<file path="src/rtl/gate_bist_if.sv">
// Handshake and result bundle between the BIST sequencer and its primitive under test.
// start/abort are single-cycle request levels sampled on the rising clock edge.
interface gate_bist_if #(
    parameter int N_IN = 2
);
    logic            start;
    logic            abort;
    logic [N_IN-1:0] dut_in;
    logic            dut_out;
    logic            busy;
    logic            done;
    logic            pass;
    logic [N_IN-1:0] fail_vec;
    logic [N_IN:0]   fail_count;

    modport slave (
        input  start, abort, dut_out,
        output dut_in, busy, done, pass, fail_vec, fail_count
    );

    modport master (
        output start, abort, dut_out,
        input  dut_in, busy, done, pass, fail_vec, fail_count
    );
endinterface

</file>
<file path="src/rtl/gate_bist_ctrl.sv">
// Exhaustive self-test sequencer for one N-input combinational primitive:
// applies every vector, waits SETTLE cycles, and compares against a truth table.
module gate_bist_ctrl #(
    parameter int                  N_IN   = 2,
    parameter logic [2**N_IN-1:0]  TRUTH  = 4'b0111,
    parameter int                  SETTLE = 5
) (
    input  logic         clk,
    input  logic         rst_n,
    gate_bist_if.slave   bus,
    output logic [2:0]   dbg_state_o
);

    typedef enum logic [2:0] {
        IDLE  = 3'd0,
        APPLY = 3'd1,
        WAIT  = 3'd2,
        CHECK = 3'd3,
        DONE  = 3'd4
    } state_t;

    localparam int                CNT_W    = (SETTLE > 1) ? $clog2(SETTLE) : 1;
    localparam logic [CNT_W-1:0]  CNT_LOAD = CNT_W'(SETTLE - 1);
    localparam logic [N_IN:0]     LAST_VEC = (N_IN+1)'(2**N_IN - 1);

    state_t          state_q, state_d;
    logic [N_IN:0]   vec_q, vec_d;
    logic [CNT_W-1:0] cnt_q, cnt_d;
    logic [N_IN-1:0] dut_in_q, dut_in_d;
    logic [N_IN:0]   fail_count_q, fail_count_d;
    logic [N_IN-1:0] fail_vec_q, fail_vec_d;

    logic            running;
    logic            exp_bit;
    logic            mismatch;
    logic [N_IN:0]   vec_next;

    assign running  = (state_q == APPLY) || (state_q == WAIT) || (state_q == CHECK);
    assign exp_bit  = TRUTH[vec_q[N_IN-1:0]];
    // Case inequality so an X/Z response from the primitive is treated as a failure.
    assign mismatch = (bus.dut_out !== exp_bit);
    assign vec_next = vec_q + 1'b1;

    always_ff @(posedge clk or negedge rst_n) begin
        if (!rst_n) begin
            state_q      <= IDLE;
            vec_q        <= '0;
            cnt_q        <= '0;
            dut_in_q     <= '0;
            fail_count_q <= '0;
            fail_vec_q   <= '0;
        end else begin
            state_q      <= state_d;
            vec_q        <= vec_d;
            cnt_q        <= cnt_d;
            dut_in_q     <= dut_in_d;
            fail_count_q <= fail_count_d;
            fail_vec_q   <= fail_vec_d;
        end
    end

    always_comb begin
        state_d      = state_q;
        vec_d        = vec_q;
        cnt_d        = cnt_q;
        dut_in_d     = dut_in_q;
        fail_count_d = fail_count_q;
        fail_vec_d   = fail_vec_q;

        if (running && bus.abort) begin
            // Partial results survive an abort; only the drive and status drop.
            state_d  = IDLE;
            dut_in_d = '0;
        end else begin
            case (state_q)
                IDLE, DONE: begin
                    if (bus.start) begin
                        state_d      = APPLY;
                        vec_d        = '0;
                        dut_in_d     = '0;
                        fail_count_d = '0;
                        fail_vec_d   = '0;
                    end
                end
                APPLY: begin
                    cnt_d   = CNT_LOAD;
                    state_d = WAIT;
                end
                WAIT: begin
                    if (cnt_q == '0) state_d = CHECK;
                    else             cnt_d   = cnt_q - 1'b1;
                end
                CHECK: begin
                    if (mismatch) begin
                        fail_count_d = fail_count_q + 1'b1;
                        if (fail_count_q == '0) fail_vec_d = vec_q[N_IN-1:0];
                    end
                    if (vec_q == LAST_VEC) begin
                        state_d = DONE;
                    end else begin
                        vec_d    = vec_next;
                        dut_in_d = vec_next[N_IN-1:0];
                        state_d  = APPLY;
                    end
                end
                default: state_d = IDLE;
            endcase
        end
    end

    assign bus.dut_in     = dut_in_q;
    assign bus.busy       = running;
    assign bus.done       = (state_q == DONE);
    assign bus.pass       = (state_q == DONE) && (fail_count_q == '0);
    assign bus.fail_vec   = fail_vec_q;
    assign bus.fail_count = fail_count_q;
    assign dbg_state_o    = state_q;

endmodule

</file>
<file path="src/flat_wrapper.sv">
// flat-port wrapper written by rule: the top's interface ports become plain ports
module gate_bist_ctrl_flat 
#(
    parameter int                  N_IN   = 2,
    parameter logic [2**N_IN-1:0]  TRUTH  = 4'b0111,
    parameter int                  SETTLE = 5
)
  (clk, rst_n, dbg_state_o, bus_start, bus_abort, bus_dut_out, bus_dut_in, bus_busy, bus_done, bus_pass, bus_fail_vec, bus_fail_count);
  gate_bist_if #(.N_IN(N_IN)) bus_i ();
  input  logic clk;
  input  logic rst_n;
  output logic [2:0] dbg_state_o;
  input wire logic [$bits(bus_i.start)-1:0] bus_start;
  input wire logic [$bits(bus_i.abort)-1:0] bus_abort;
  input wire logic [$bits(bus_i.dut_out)-1:0] bus_dut_out;
  output wire logic [$bits(bus_i.dut_in)-1:0] bus_dut_in;
  output wire logic [$bits(bus_i.busy)-1:0] bus_busy;
  output wire logic [$bits(bus_i.done)-1:0] bus_done;
  output wire logic [$bits(bus_i.pass)-1:0] bus_pass;
  output wire logic [$bits(bus_i.fail_vec)-1:0] bus_fail_vec;
  output wire logic [$bits(bus_i.fail_count)-1:0] bus_fail_count;
  assign bus_i.start = bus_start;
  assign bus_i.abort = bus_abort;
  assign bus_i.dut_out = bus_dut_out;
  assign bus_dut_in = bus_i.dut_in;
  assign bus_busy = bus_i.busy;
  assign bus_done = bus_i.done;
  assign bus_pass = bus_i.pass;
  assign bus_fail_vec = bus_i.fail_vec;
  assign bus_fail_count = bus_i.fail_count;
  gate_bist_ctrl #(.N_IN(N_IN), .TRUTH(TRUTH), .SETTLE(SETTLE)) u_core (.clk(clk), .rst_n(rst_n), .bus(bus_i), .dbg_state_o(dbg_state_o));
endmodule
</file>
<file path="config.mk">
export PLATFORM = sky130hd
export DESIGN_NAME = gate_bist_ctrl_flat
export DESIGN_NICKNAME = d
export VERILOG_FILES = /design/src/rtl/gate_bist_if.sv /design/src/rtl/gate_bist_ctrl.sv /design/src/flat_wrapper.sv
export SDC_FILE = /design/constraint.sdc
export NUM_CORES = 1
export LEC_CHECK = 0
export ABC_CLOCK_PERIOD_IN_PS = 1800
export CORE_MARGIN = 4
export CORE_UTILIZATION = 34
export CTS_CLUSTER_SIZE = 8
export DETAILED_ROUTE_END_ITERATION = 10
export GPL_ROUTABILITY_DRIVEN = 0
export SLEW_MARGIN = 20
export SYNTH_ARGS = -nofsm -noshare
export SYNTH_HDL_FRONTEND = slang
export SYNTH_SLANG_ARGS = --single-unit
</file>
<file path="constraint.sdc">
create_clock -name clk -period 1.8 [get_ports clk]
set_input_delay 0.27 -clock clk [delete_from_list [all_inputs] [get_ports clk]]
set_output_delay 0.27 -clock clk [all_outputs]
set_load 0.01 [all_outputs]
</file>
==> summary.md <==
| Metric | Value |
|---|---|
| GRT Util Overall | `13.3%` |
| Dpl ws | `53.9 ps` |
| Worst slew pin tran | `392 ps` |
| Core area | `2760 um^2` |
| # diodes | `0` |
| Reg2reg end | `u_core.cnt_q[2]$_DFFE_PN0P_` |
| Syn Inst Count | `101` |
| Crit. Startpoint | `u_core.cnt_q[0]$_DFFE_PN0P_` |
| Grt ovf | `0` |
| Hold WC Path Type | `in -> async` |
| Synth top area share | `41.0%` |
| Largest net degree at the start of global routing | `17` |
| Initial antenna violation count | `0` |
| CTS Sinks | `16` |
| EDFF count, synth | `0` |
| Cell Area, Synth | `977 um^2` |
| CTS clk-pin slew, worst paths | `90 ps` |
| Pwr per Cell Area | `1080 nW/um^2` |
| Cell taking the most area after synthesis | `dfrtp_1` |
| Critical Path Fanout Max | `4` |
| Die W | `61.6 um` |
| Post-Route WL | `2070 um` |
| Dpl hpwl | `1570 um` |
| Top_reg_cell synth | `dfrtp_1` |
| Via count | `782` |
| I/O pin total | `18` |
| Crit path to | `u_core.cnt_q[2]$_DFFE_PN0P_` |
| Overall die height | `61.6 um` |
| Lkg Pwr | `0.576 nW` |
| IO buf count | `17` |
| Fin. Hold Viols | `0` |
| Most frequent cells in the layout | `dfrtp_1, clkdlybuf4s50_1, inv_1, ha_1` |
| Routed len/inst | `13.5 um` |
| Startpoint types | `flip-flop` |
| Peak Freq | `585 MHz` |
| Antenna viol nets, final | `0` |
| Synth area leaders | `dfrtp_1, ha_1, inv_1` |
| 1st-iter DRT viols | `33` |
| TritonCTS Buffers | `3` |
| Worst vdd ir | `0.538 mV` |
| Number of max-cap violations | `0` |
| Drt first pass iters | `4` |
| FF+latch count, synth | `16` |
| Post-route DRC | `0` |
| Cell variety after synth | `35` |
| CP Data Required Time | `1970 ps` |
| Register-to-register setup slack | `90 ps` |
| Syn Nets | `113` |
| Vias per cell | `5.11` |
| Vias in the first global route | `794` |
| WS Path Type | `reg -> reg` |
| Yosys warning count | `0` |
| First-pass GRT wire length | `3680 um` |
| Area grow syn2layout | `24.8%` |
| Async SR Flop Fraction | `100%` |
| Deepest clock path buffer count | `2` |
| Final net count | `136` |
| Sequential share of the synthesized area | `41.0%` |
| Slew headroom | `73.8%` |
| Tmin final | `1710 ps` |
| Setup ws final | `92.0 ps` |
| CTS tree | `built` |
| Worst reg2reg path startpoint | `u_core.cnt_q[0]$_DFFE_PN0P_` |
| Final Skew | `0.896 ps` |
| Num rows | `19` |
| Ratio of cells with drive above 1 in the final layout | `13.9%` |
| Setup TNS | `0 ps` |
| Max Slew Vio Count | `0` |
| Outcome | `finished, final reports clean` |
| Initial Util | `35.4%` |
| Clock Tree Root | `clkbuf_4` |
| RSZ-0062 raised after global routing | `no` |
| Die Footprint | `3800 um^2` |
| Final Cycle Share | `94.9%` |
| Final setup vio count | `0` |
| CP Capture Type | `flip-flop` |
| R2R depth | `6` |
| Clock Latency Late Sink | `290 ps` |
| Syn Area/Cell | `9.68 um^2` |
| H-Tree Depth | `1` |
| Most common cell after layout, fill and taps aside | `dfrtp_1` |
| Critical path arrival | `1880 ps` |
[Yosys cell counts (2+ instances only)]
master,instances
o211ai_1,5
nand3_1,6
xnor2_1,2
and3b_1,2
nor2b_1,2
mux2i_1,3
nor2_1,4
dfrtp_1,16
nand2b_1,5
buf_2,2
nand2_1,6
ha_1,7
inv_1,13
o21ai_0,4
o21ai_2,3
o32ai_1,2
[timing repair]
action | in CTS | in global routing
endpoints found under the setup margin | 2 | 2
buffers inserted | 0 | 0
pin swaps | 0 | 0
gates resized for setup | 2 | 3
hold buffers | 0 | 0
hold endpoints to repair | 0 | 0
[cell families (layout without fill, tap and decap cells)]
kind of cell,after synthesis,after routing,synth area share (%)
AO/OA/AOI/OAI,22,22,16.5
XOR/XNOR,3,3,2.69
adder cells (fa/ha/maj),7,7,8.96
buffers and inverters,18,39,8.07
flip-flops,16,16,41.0
multiplexers,3,3,3.07
AND/OR/NAND/NOR,32,32,19.7
[worst max-delay path: stages (launching register included)]
cell       delay [ps]
dfrtp_1           420
inv_1              60
ha_1              190
ha_1              230
or4_4             460
o2bb2ai_1         160
a22oi_1            80
[sequential cells by signal (all words and copies together), names as in the netlist]
signal                 cells
u_core.bus.fail_count      3
u_core.cnt_q               3
u_core.vec_q               3
u_core.bus.fail_vec        2
u_core.bus.dut_in          2
u_core.dbg_state_o         3
[power breakdown]
group	total, mW	leakage [nW]	internal (mW)	switching, mW
clock	0.197	0.0138	0.0780	0.119
combinational	0.630	0.347	0.303	0.327
sequential	0.493	0.215	0.435	0.0579
total	1.32	0.576	0.816	0.503
[metal layers]
metal	GRT usage [%]	vias up	share of wire (%)
li1	-	401	-
met1	18.8	358	48
met2	19.1	18	44
met3	3.35	5	6.0
met4	5.45	0	1.8
met5	0	-	0
[through the flow]
| stage | power (mW) | cells | utilization [%] | hold slack (ps) | instance area (um^2) |
|---|---|---|---|---|---|
| CTS | 1.34 | 153 | 44.3 | 293 | 1220 |
| detailed placement | 1.14 | 150 | 43.6 | 519 | 1200 |
| finish | 1.32 | 153 | 44.2 | 284 | 1220 |
| global route | 1.44 | 153 | 44.2 | 306 | 1220 |
| floorplan | 0.921 | 101 | - | -25.6 | 977 |
| global placement | 1.13 | 150 | 43.6 | 507 | 1200 |
[worst min-delay path by stage]
stage | to | cells past startpoint
6_report | u_core.bus.fail_count[1]$_DFFE_PN0P_ | 2
5_1_grt | u_core.cnt_q[0]$_DFFE_PN0P_ | 2
4_1_cts | u_core.bus.fail_count[0]$_DFFE_PN0P_ | 2
3_5_place_dp | u_core.cnt_q[1]$_DFFE_PN0P_ | 1
3_3_place_gp | u_core.bus.fail_count[2]$_DFFE_PN0P_ | 1
2_1_floorplan | u_core.bus.dut_in[0]$_DFFE_PN0P_ | 0
[final cells by class]
class | instances | area [um^2]
repair buffers | 23 | 211
clock buffers | 3 | 22.5
well taps | 31 | 38.8
multi-input cells | 67 | 498
fillers | 285 | 1540
inverters | 13 | 48.8
flip-flops and latches | 16 | 400
Note: power is estimated with default switching activity, not from simulation.
